==> src/rtl/rom_dl_router.sv <==
// ROM download router: decodes the ioctl byte stream into N equal-size regions,
// drives one-hot region write ports and tracks byte count, checksum and fill status.
module rom_dl_router #(
    parameter int         NUM_REGIONS  = 15,
    parameter int         REGION_AW    = 12,
    parameter logic [7:0] TARGET_INDEX = 8'd0
) (
    input  logic                   CLK,
    input  logic                   RESET_N,
    input  logic                   ioctl_download,
    input  logic [7:0]             ioctl_index,
    input  logic                   ioctl_wr,
    input  logic [24:0]            ioctl_addr,
    input  logic [7:0]             ioctl_dout,
    output logic [NUM_REGIONS-1:0] rom_cs,
    output logic [REGION_AW-1:0]   rom_addr,
    output logic [7:0]             rom_data,
    output logic                   rom_wr,
    output logic                   busy,
    output logic                   done,
    output logic                   error,
    output logic [24:0]            bytes_loaded,
    output logic [7:0]             checksum,
    output logic [NUM_REGIONS-1:0] region_loaded
);

    localparam int AW = 25;

    typedef enum logic [2:0] {
        S_IDLE,
        S_LOAD,
        S_FINISH,
        S_DONE,
        S_ERROR
    } state_t;

    state_t                 state;
    logic                   dl_q;
    logic                   err_flag;
    logic                   rise;
    logic                   fall;
    logic [AW-1:0]          region_p0;
    logic                   in_range_p0;
    logic [NUM_REGIONS-1:0] cs_p0;
    logic                   wr_vld_p0;

    function automatic logic [AW-1:0] sat_inc(input logic [AW-1:0] v);
        return (&v) ? v : v + AW'(1);
    endfunction

    function automatic logic [7:0] wrap_add(input logic [7:0] a, input logic [7:0] b);
        return a + b;
    endfunction

    assign rise = ioctl_download & ~dl_q;
    assign fall = ~ioctl_download & dl_q;
    assign busy = (state == S_LOAD) || (state == S_FINISH);

    // Stage p0: decode the incoming byte's region and decide acceptance
    assign region_p0   = ioctl_addr >> REGION_AW;
    assign in_range_p0 = (region_p0 < AW'(NUM_REGIONS));
    assign wr_vld_p0   = (state == S_LOAD) && ioctl_wr && in_range_p0;

    always_comb begin
        cs_p0 = '0;
        for (int i = 0; i < NUM_REGIONS; i++) begin
            cs_p0[i] = (region_p0 == AW'(i));
        end
    end

    // Stage p1: registered write port, progress counters and download FSM
    always_ff @(posedge CLK or negedge RESET_N) begin
        if (!RESET_N) begin
            state         <= S_IDLE;
            dl_q          <= 1'b0;
            err_flag      <= 1'b0;
            rom_cs        <= '0;
            rom_addr      <= '0;
            rom_data      <= '0;
            rom_wr        <= 1'b0;
            done          <= 1'b0;
            error         <= 1'b0;
            bytes_loaded  <= '0;
            checksum      <= '0;
            region_loaded <= '0;
        end else begin
            dl_q   <= ioctl_download;
            rom_wr <= 1'b0;
            rom_cs <= '0;
            case (state)
                S_IDLE, S_DONE, S_ERROR: begin
                    // A rise for another index leaves done/error untouched
                    if (rise && (ioctl_index == TARGET_INDEX)) begin
                        state         <= S_LOAD;
                        bytes_loaded  <= '0;
                        checksum      <= '0;
                        region_loaded <= '0;
                        err_flag      <= 1'b0;
                        done          <= 1'b0;
                        error         <= 1'b0;
                    end
                end
                S_LOAD: begin
                    if (wr_vld_p0) begin
                        rom_wr        <= 1'b1;
                        rom_cs        <= cs_p0;
                        rom_addr      <= ioctl_addr[REGION_AW-1:0];
                        rom_data      <= ioctl_dout;
                        bytes_loaded  <= sat_inc(bytes_loaded);
                        checksum      <= wrap_add(checksum, ioctl_dout);
                        region_loaded <= region_loaded | cs_p0;
                    end else if (ioctl_wr) begin
                        err_flag <= 1'b1;
                    end
                    if (fall) begin
                        state <= S_FINISH;
                    end
                end
                S_FINISH: begin
                    if ((&region_loaded) && !err_flag) begin
                        state <= S_DONE;
                        done  <= 1'b1;
                    end else begin
                        state <= S_ERROR;
                        error <= 1'b1;
                    end
                end
                default: state <= S_IDLE;
            endcase
        end
    end

endmodule

==> config.mk <==
export PLATFORM = sky130hd
export DESIGN_NAME = rom_dl_router
export DESIGN_NICKNAME = d
export VERILOG_FILES = /design/src/rtl/rom_dl_router.sv
export SDC_FILE = /design/constraint.sdc
export NUM_CORES = 1
export LEC_CHECK = 0
export CORE_AREA = 3 3 95 119
export CTS_CLUSTER_DIAMETER = 30
export DETAILED_ROUTE_END_ITERATION = 10
export DIE_AREA = 0 0 98 122
export HOLD_SLACK_MARGIN = 0.03
export PLACE_DENSITY = 0.76
export RECOVER_POWER = 100
export SYNTH_ARGS = -nofsm -noshare
export SYNTH_HDL_FRONTEND = slang
export SYNTH_SLANG_ARGS = --single-unit
==> constraint.sdc <==
create_clock -name CLK -period 2 [get_ports CLK]
set_input_delay 0.2 -clock CLK [delete_from_list [all_inputs] [get_ports CLK]]
set_output_delay 0.2 -clock CLK [all_outputs]
set_load 0.01 [all_outputs]
==> results.py, run 1 <==
metrics = {
    "timing": {
        "whs_ns": 0.3904,
        "fin_ws_ns": -0.02032,
        "fin_skew_ns": 0.005654,
        "hold_viol": 0,
        "period_share_pct": 101.0,
        "tightestPinTransition_ns": 0.9794,
        "rsz0062_at_grt": "yes",
        "fin_crit_ns": 2.020,
        "drv_slew": 0,
        "fmax_mhz": 495.0,
        "setup_viol": 1,
        "relSlewSlack_pct": 34.71,
    },
    "synth": {
        "syn_inst": 456,
        "syn-num-nets": 510,
        "syn_area_per_cell_um2": 9.620,
        "yosys_warnings": 0,
        "async_flop_share_pct": 100.0,
        "synth_top_family_by_area": "simple AND/OR/NAND/NOR gates",
        "yosys.area_share.xor_xnor_pct": 0.7986,
        "synthMuxAreaShare_pct": 0.4849,
        "synth-edff-count": 0,
        "synth-seq-cells": 91,
        "ys_types": 58,
        "synth-compound-area-share_pct": 14.89,
        "synthAdderAreaFrac_pct": 2.738,
        "ys_seq_area_share_pct": 51.91,
        "synth_area_um2": 4387,
        "yosys.area_share.simple_pct": 25.73,
        "synthFlopType": "dfrtp_1",
    },
    "drt": {
        "antenna_left": 0,
        "firstDrtPassIters": 4,
        "drcViolationCount": 0,
        "drt_iter0_drc": 149,
        "wl_per_cell_um": 15.83,
        "vias": 4240,
        "finalWirelength_mm": 12.62,
        "via_per_inst": 5.320,
    },
    "floorplanning": {
        "dieArea_um2": 11960,
        "rows": 41,
        "initial_core_util_pct": 42.97,
        "io_pins": 132,
        "core-area_um2": 10210,
        "dieHeight_um": 122,
        "die_w_um": 98,
    },
    "global_route": {
        "grt_pass1_vias": 4210,
        "track_usage_pct": 21.16,
        "grt_pass1_wl_mm": 20.33,
        "grt-ovfl-total": 0,
        "grt_max_degree": 46,
        "antenna_found_initial": 0,
    },
    "pwr": {
        "p_leak_nw": 3.500,
        "ir_drop_uv": 340.2,
        "power_density_nw_per_um2": 544.0,
    },
    "job": {
        "maxCapViolCount": 0,
    },
    "outcome": {
        "outcome": "finished, violations left",
        "violations": "setup timing",
    },
    "clocking": {
        "cts_buffer_depth": 2,
        "clock_tree.root_cell": "clkbuf_16",
        "insertion_delay_ns": 0.34,
        "numCtsBuffers": 9,
        "cts_tree": "yes",
        "cts_num_sinks": 91,
        "path_clk_slew_ns": 0.07,
        "htree_levels": 3,
    },
    "placement": {
        "dp.cells": 774,
        "numPortBuffers": 131,
        "gp_congestion": 0.8653,
        "placed_area_um2": 6344,
        "dp_hpwl_mm": 9.260,
    },
    "final_layout": {
        "n_fill_cell": 835,
        "n_antenna_cell": 0,
        "multi_input_area_um2": 2043,
        "stdcell_count": 797,
        "fin_nets": 717,
        "ff_latch_area_um2": 2277,
        "drive_above_1_share_pct": 19.46,
        "design_area_um2": 6764,
        "areaGrowthSynthToFinish_pct": 54.19,
    },
    "worst_setup_path": {
        "required_ns": 2.22,
        "worstPathArrival_ns": 2.24,
        "startpoint_type": "flop",
        "crit_type": "reg2reg",
        "critPathCaptureType": "flop",
        "cp_max_fo": 2,
    },
    "min_path": {
        "worstHoldPathType": "in2reg",
    },
}
[kinds of logic after synthesis]
logic type	count (synthesis)
simple gates	222
compound gates	102
flops	91
buf+inv	26
fa+ha+maj	9
xor+xnor	4
mux	2
[what timing repair did]
action                                  in CTS  in global routing
hold buffers                                 1                  0
resized for setup                            6                 17
gates cloned                                 1                  0
endpoints found under the hold margin       34                  0
setup buffers                                1                  4
endpoints found under the setup margin      22                 32
pin swaps                                    2                  9
[final cells by class]
| class | instances | area share [%] |
|---|---|---|
| clock buffers | 9 | 3.330 |
| clock inverters | 7 | 0.8879 |
| inverters | 8 | 0.4440 |
| multi-input cells | 340 | 30.21 |
| flip-flops and latches | 91 | 33.67 |
| well taps | 129 | 2.386 |
| repair buffers | 213 | 29.08 |
[synth_stat cells, types with 8 or more instances]
cell | number | area, um2
nand3_1 | 10 | 50.05
a21oi_1 | 13 | 65.06
and3_1 | 12 | 75.07
inv_1 | 8 | 30.03
o21a_1 | 15 | 112.6
nor2_1 | 49 | 183.9
nand2_1 | 96 | 360.4
ha_1 | 8 | 100.1
o21ai_1 | 27 | 135.1
dfrtp_1 | 91 | 2277
o21ai_0 | 16 | 80.08
nand4_1 | 8 | 50.05
[where the power goes]
part / switching [mW] / leakage [nW] / internal, mW
Combinational: 0.0975 / 2.10 / 0.121
Sequential: 0.00375 / 1.27 / 1.85
Clock: 0.751 / 0.131 / 0.862
Total: 0.852 / 3.50 / 2.83
[worst paths after layout]
kind                               start          end  slack, ns  cells after the start
hold reg to reg              rom_data[4]  rom_data[4]       0.46                      2
max in group asynchronous        RESET_N     state[0]       0.59                      3
setup / recovery             checksum[1]  checksum[7]      -0.02                      7
hold / removal             ioctl_addr[1]  rom_addr[1]       0.39                      3
setup reg to reg             checksum[1]  checksum[7]      -0.02                      7
min in group asynchronous        RESET_N  rom_addr[3]       0.56                      2
[cells in the final DEF (no fill, tap or decap), types with 4 or more instances in the layout]
master / n
and2_1: 6
nor2_1: 49
clkdlybuf4s50_1: 42
and3_1: 12
nand2_1: 96
buf_4: 68
o21ai_2: 7
clkbuf_16: 9
nor3_1: 4
nor4_1: 5
dlygate4sd3_1: 88
buf_6: 4
a21oi_1: 12
nand3_1: 9
dfrtp_1: 91
o21ai_1: 21
and4_1: 4
nand4_1: 8
inv_1: 8
o21a_1: 14
ha_1: 5
o21ai_0: 22
a31oi_1: 6
[sequential cells by signal, summed over array words and instances, names as in the netlist]
signal         flops
rom_cs            15
error              1
bytes_loaded      25
rom_data           8
checksum           8
rom_wr             1
done               1
state              3
region_loaded     15
rom_addr          12
err_flag           1
dl_q               1
[stage by stage]
stage	worst slack, ns	power (mW)	utilization [%]	TNS, ns
2_1_floorplan	0.03458	1.928	-	0
3_3_place_gp	-0.3143	2.094	62.14	-6.309
3_5_place_dp	-0.4673	2.101	62.14	-8.603
4_1_cts	-0.01163	3.734	65.56	-0.01163
5_1_grt	-0.05144	3.816	66.26	-0.07777
6_report	-0.02032	3.680	66.26	-0.02032
[metal layers]
layer	up-vias	part of all wire [%]	routed length (um)	GRT usage [%]
met5	-	0	0	0
met2	146	52	6564	37.86
met1	2058	41	5111	25.27
met4	0	1.8	228	8.485
met3	19	5.6	711	3.551
li1	2017	-	-	-
[worst max-delay path: stages, from the launching register on]
cell      delay [ns]
dfrtp_1         0.40
ha_1            0.29
a21oi_2         0.18
o211ai_1        0.16
o41ai_2         0.29
xor2_1          0.14
and3_1          0.20
a211o_1         0.26
(Power assumes the default switching activity.)
==> run 2, diff against run 1 <==
--- a/config.mk
+++ b/config.mk
@@ -12,6 +12,7 @@
 export HOLD_SLACK_MARGIN = 0.03
 export PLACE_DENSITY = 0.76
 export RECOVER_POWER = 100
+export SLEW_MARGIN = 10
 export SYNTH_ARGS = -nofsm -noshare
 export SYNTH_HDL_FRONTEND = slang
 export SYNTH_SLANG_ARGS = --single-unit
==> results of run 2 <==
Final layout, timing and power as in run 1 (identical DEF).
==> run 3, diff against run 2 <==
--- a/config.mk
+++ b/config.mk
@@ -10,6 +10,7 @@
 export DETAILED_ROUTE_END_ITERATION = 10
 export DIE_AREA = 0 0 98 122
 export HOLD_SLACK_MARGIN = 0.03
+export MAX_ROUTING_LAYER = met4
 export PLACE_DENSITY = 0.76
 export RECOVER_POWER = 100
 export SLEW_MARGIN = 10
==> results.py, run 3 (synthesized netlist as in run 1, its figures left out) <==
metrics = {
    "outcome": {
        "outcome": "finished, violations left",
        "violations": "setup timing",
    },
    "worst_setup_path": {
        "max_stage_delay_ns": 0.40,
        "crit_buf_inv": 0,
        "path_cells": "ha_1 -> a21oi_2 -> o211ai_1 -> o41ai_2 -> xor2_1 -> and3_1 -> a211o_1",
        "worstPathArrival_ns": 2.24,
        "worstRegToRegCells": 7,
        "critPathCaptureType": "flop",
        "required_ns": 2.22,
        "cp_max_fo": 2,
        "r2r_end": "checksum[7]",
        "crit_family": "compound AO/OA/AOI/OAI gates",
        "startpoint": "checksum[1]",
        "startpoint_type": "flop",
        "r2r_slack_ns": -0.02,
        "crit_type": "reg2reg",
        "r2r-start": "checksum[1]",
        "cp_slowest_cell": "dfrtp_1",
    },
    "timing": {
        "fin_skew_ns": 0.005379,
        "drv_slew": 0,
        "period_share_pct": 100.9,
        "whs_ns": 0.3887,
        "tightestPinTransition_ns": 0.9816,
        "fin_crit_ns": 2.017,
        "fin_ws_ns": -0.01732,
        "fmax_mhz": 495.7,
        "tns_ns": -0.01732,
        "rsz0062_at_grt": "yes",
        "setup_viol": 1,
        "hold_viol": 0,
        "relSlewSlack_pct": 34.56,
    },
    "placement": {
        "placed_area_um2": 6344,
        "dp_hpwl_mm": 9.260,
        "numPortBuffers": 131,
        "gp_congestion": 0.8793,
        "dp.cells": 774,
    },
    "global_route": {
        "track_usage_pct": 21.75,
        "grt-ovfl-total": 0,
        "grt_max_degree": 46,
        "grt_pass1_wl_mm": 20.31,
        "antenna_found_initial": 0,
        "grt_pass1_vias": 4219,
    },
    "pwr": {
        "power_mw": 3.690,
        "p_leak_nw": 3.502,
        "ir_drop_uv": 341.8,
        "power_density_nw_per_um2": 545.6,
    },
    "floorplanning": {
        "io_pins": 132,
        "core-area_um2": 10210,
        "initial_core_util_pct": 42.97,
        "dieArea_um2": 11960,
        "rows": 41,
        "dieHeight_um": 122,
        "die_w_um": 98,
    },
    "job": {
        "maxCapViolCount": 0,
    },
    "min_path": {
        "min_path_cells": 3,
        "hold_start": "ioctl_addr[1]",
        "worstHoldPathType": "in2reg",
        "hold_end": "rom_addr[1]",
    },
    "final_layout": {
        "largest_register_ff_count": 25,
        "n_antenna_cell": 0,
        "layout_commonest_cell": "nand2_1",
        "drive_above_1_share_pct": 19.46,
        "ff_latch_area_um2": 2277,
        "top_register": "bytes_loaded",
        "top_regs": "bytes_loaded: 25 flops, region_loaded: 15 flops, rom_cs: 15 flops",
        "areaGrowthSynthToFinish_pct": 54.16,
        "final_cell_mix": "nand2_1 (96), dfrtp_1 (91), dlygate4sd3_1 (88), buf_4 (69), nor2_1 (49)",
        "n_fill_cell": 834,
        "design_area_um2": 6763,
        "stdcell_count": 797,
        "multi_input_area_um2": 2038,
        "fin_nets": 717,
    },
    "drt": {
        "wl_per_cell_um": 15.81,
        "via_per_inst": 5.336,
        "drcViolationCount": 0,
        "finalWirelength_mm": 12.60,
        "drt_iter0_drc": 141,
        "firstDrtPassIters": 4,
        "antenna_left": 0,
        "vias": 4253,
    },
    "clocking": {
        "htree_levels": 3,
        "cts_tree": "yes",
        "numCtsBuffers": 9,
        "path_clk_slew_ns": 0.07,
        "clock_tree.root_cell": "clkbuf_16",
        "cts_num_sinks": 91,
        "cts_buffer_depth": 2,
        "insertion_delay_ns": 0.34,
    },
}
-- run 3: changes by cell type in the layout (fill, tap and decap cells not counted), sizes merged --
cell / delta
clkbuf: -1
buf: +1
-- run 3: per-stage QoR --
stage	setup WS, ns	utilization, %
finish	-0.01732	66.25
global route	-0.05144	66.25
detailed placement	-0.4673	62.14
global placement	-0.3143	62.14
floorplan	0.03458	-
CTS	-0.01163	65.56
-- run 3: area by class of cell --
cell class | count | share of cell area [%]
clock inverters | 7 | 0.8881
well taps | 129 | 2.387
multi-input cells | 340 | 30.14
repair buffers | 213 | 29.14
inverters | 8 | 0.4440
flip-flops and latches | 91 | 33.67
clock buffers | 9 | 3.330
-- run 3: worst max-delay path by stage --
stage | slack, ns | cells past startpoint | end
detailed placement | -0.47 | 8 | checksum[7]
global placement | -0.31 | 8 | checksum[7]
finish | -0.02 | 7 | checksum[7]
floorplan | 0.03 | 7 | bytes_loaded[20]
global route | -0.05 | 7 | checksum[7]
CTS | -0.01 | 7 | checksum[7]
-- run 3: what timing repair did --
action | CTS | global route
setup buffers | 1 | 4
endpoints found under the hold margin | 34 | 0
resized for setup | 6 | 17
pin swaps | 2 | 9
cloned | 1 | 0
endpoints found under the setup margin | 22 | 33
hold buffers | 1 | 0
-- run 3: layer usage --
metal,GRT usage (%),part of all wire [%]
met5,-,0
met4,8.485,2.1
met3,3.093,5.5
met2,37.86,52
met1,25.45,41
-- run 3: worst min-delay path: cells and delay by family --
family / cells / cell delay (ns)
buffers and inverters: 1 / 0.39
and+or+nand+nor: 2 / 0.09
-- run 3: report_power, final --
group          total, mW  switching [mW]  internal [mW]
Clock               1.62           0.760          0.862
Sequential          1.85         0.00374           1.84
Combinational      0.219          0.0978          0.121
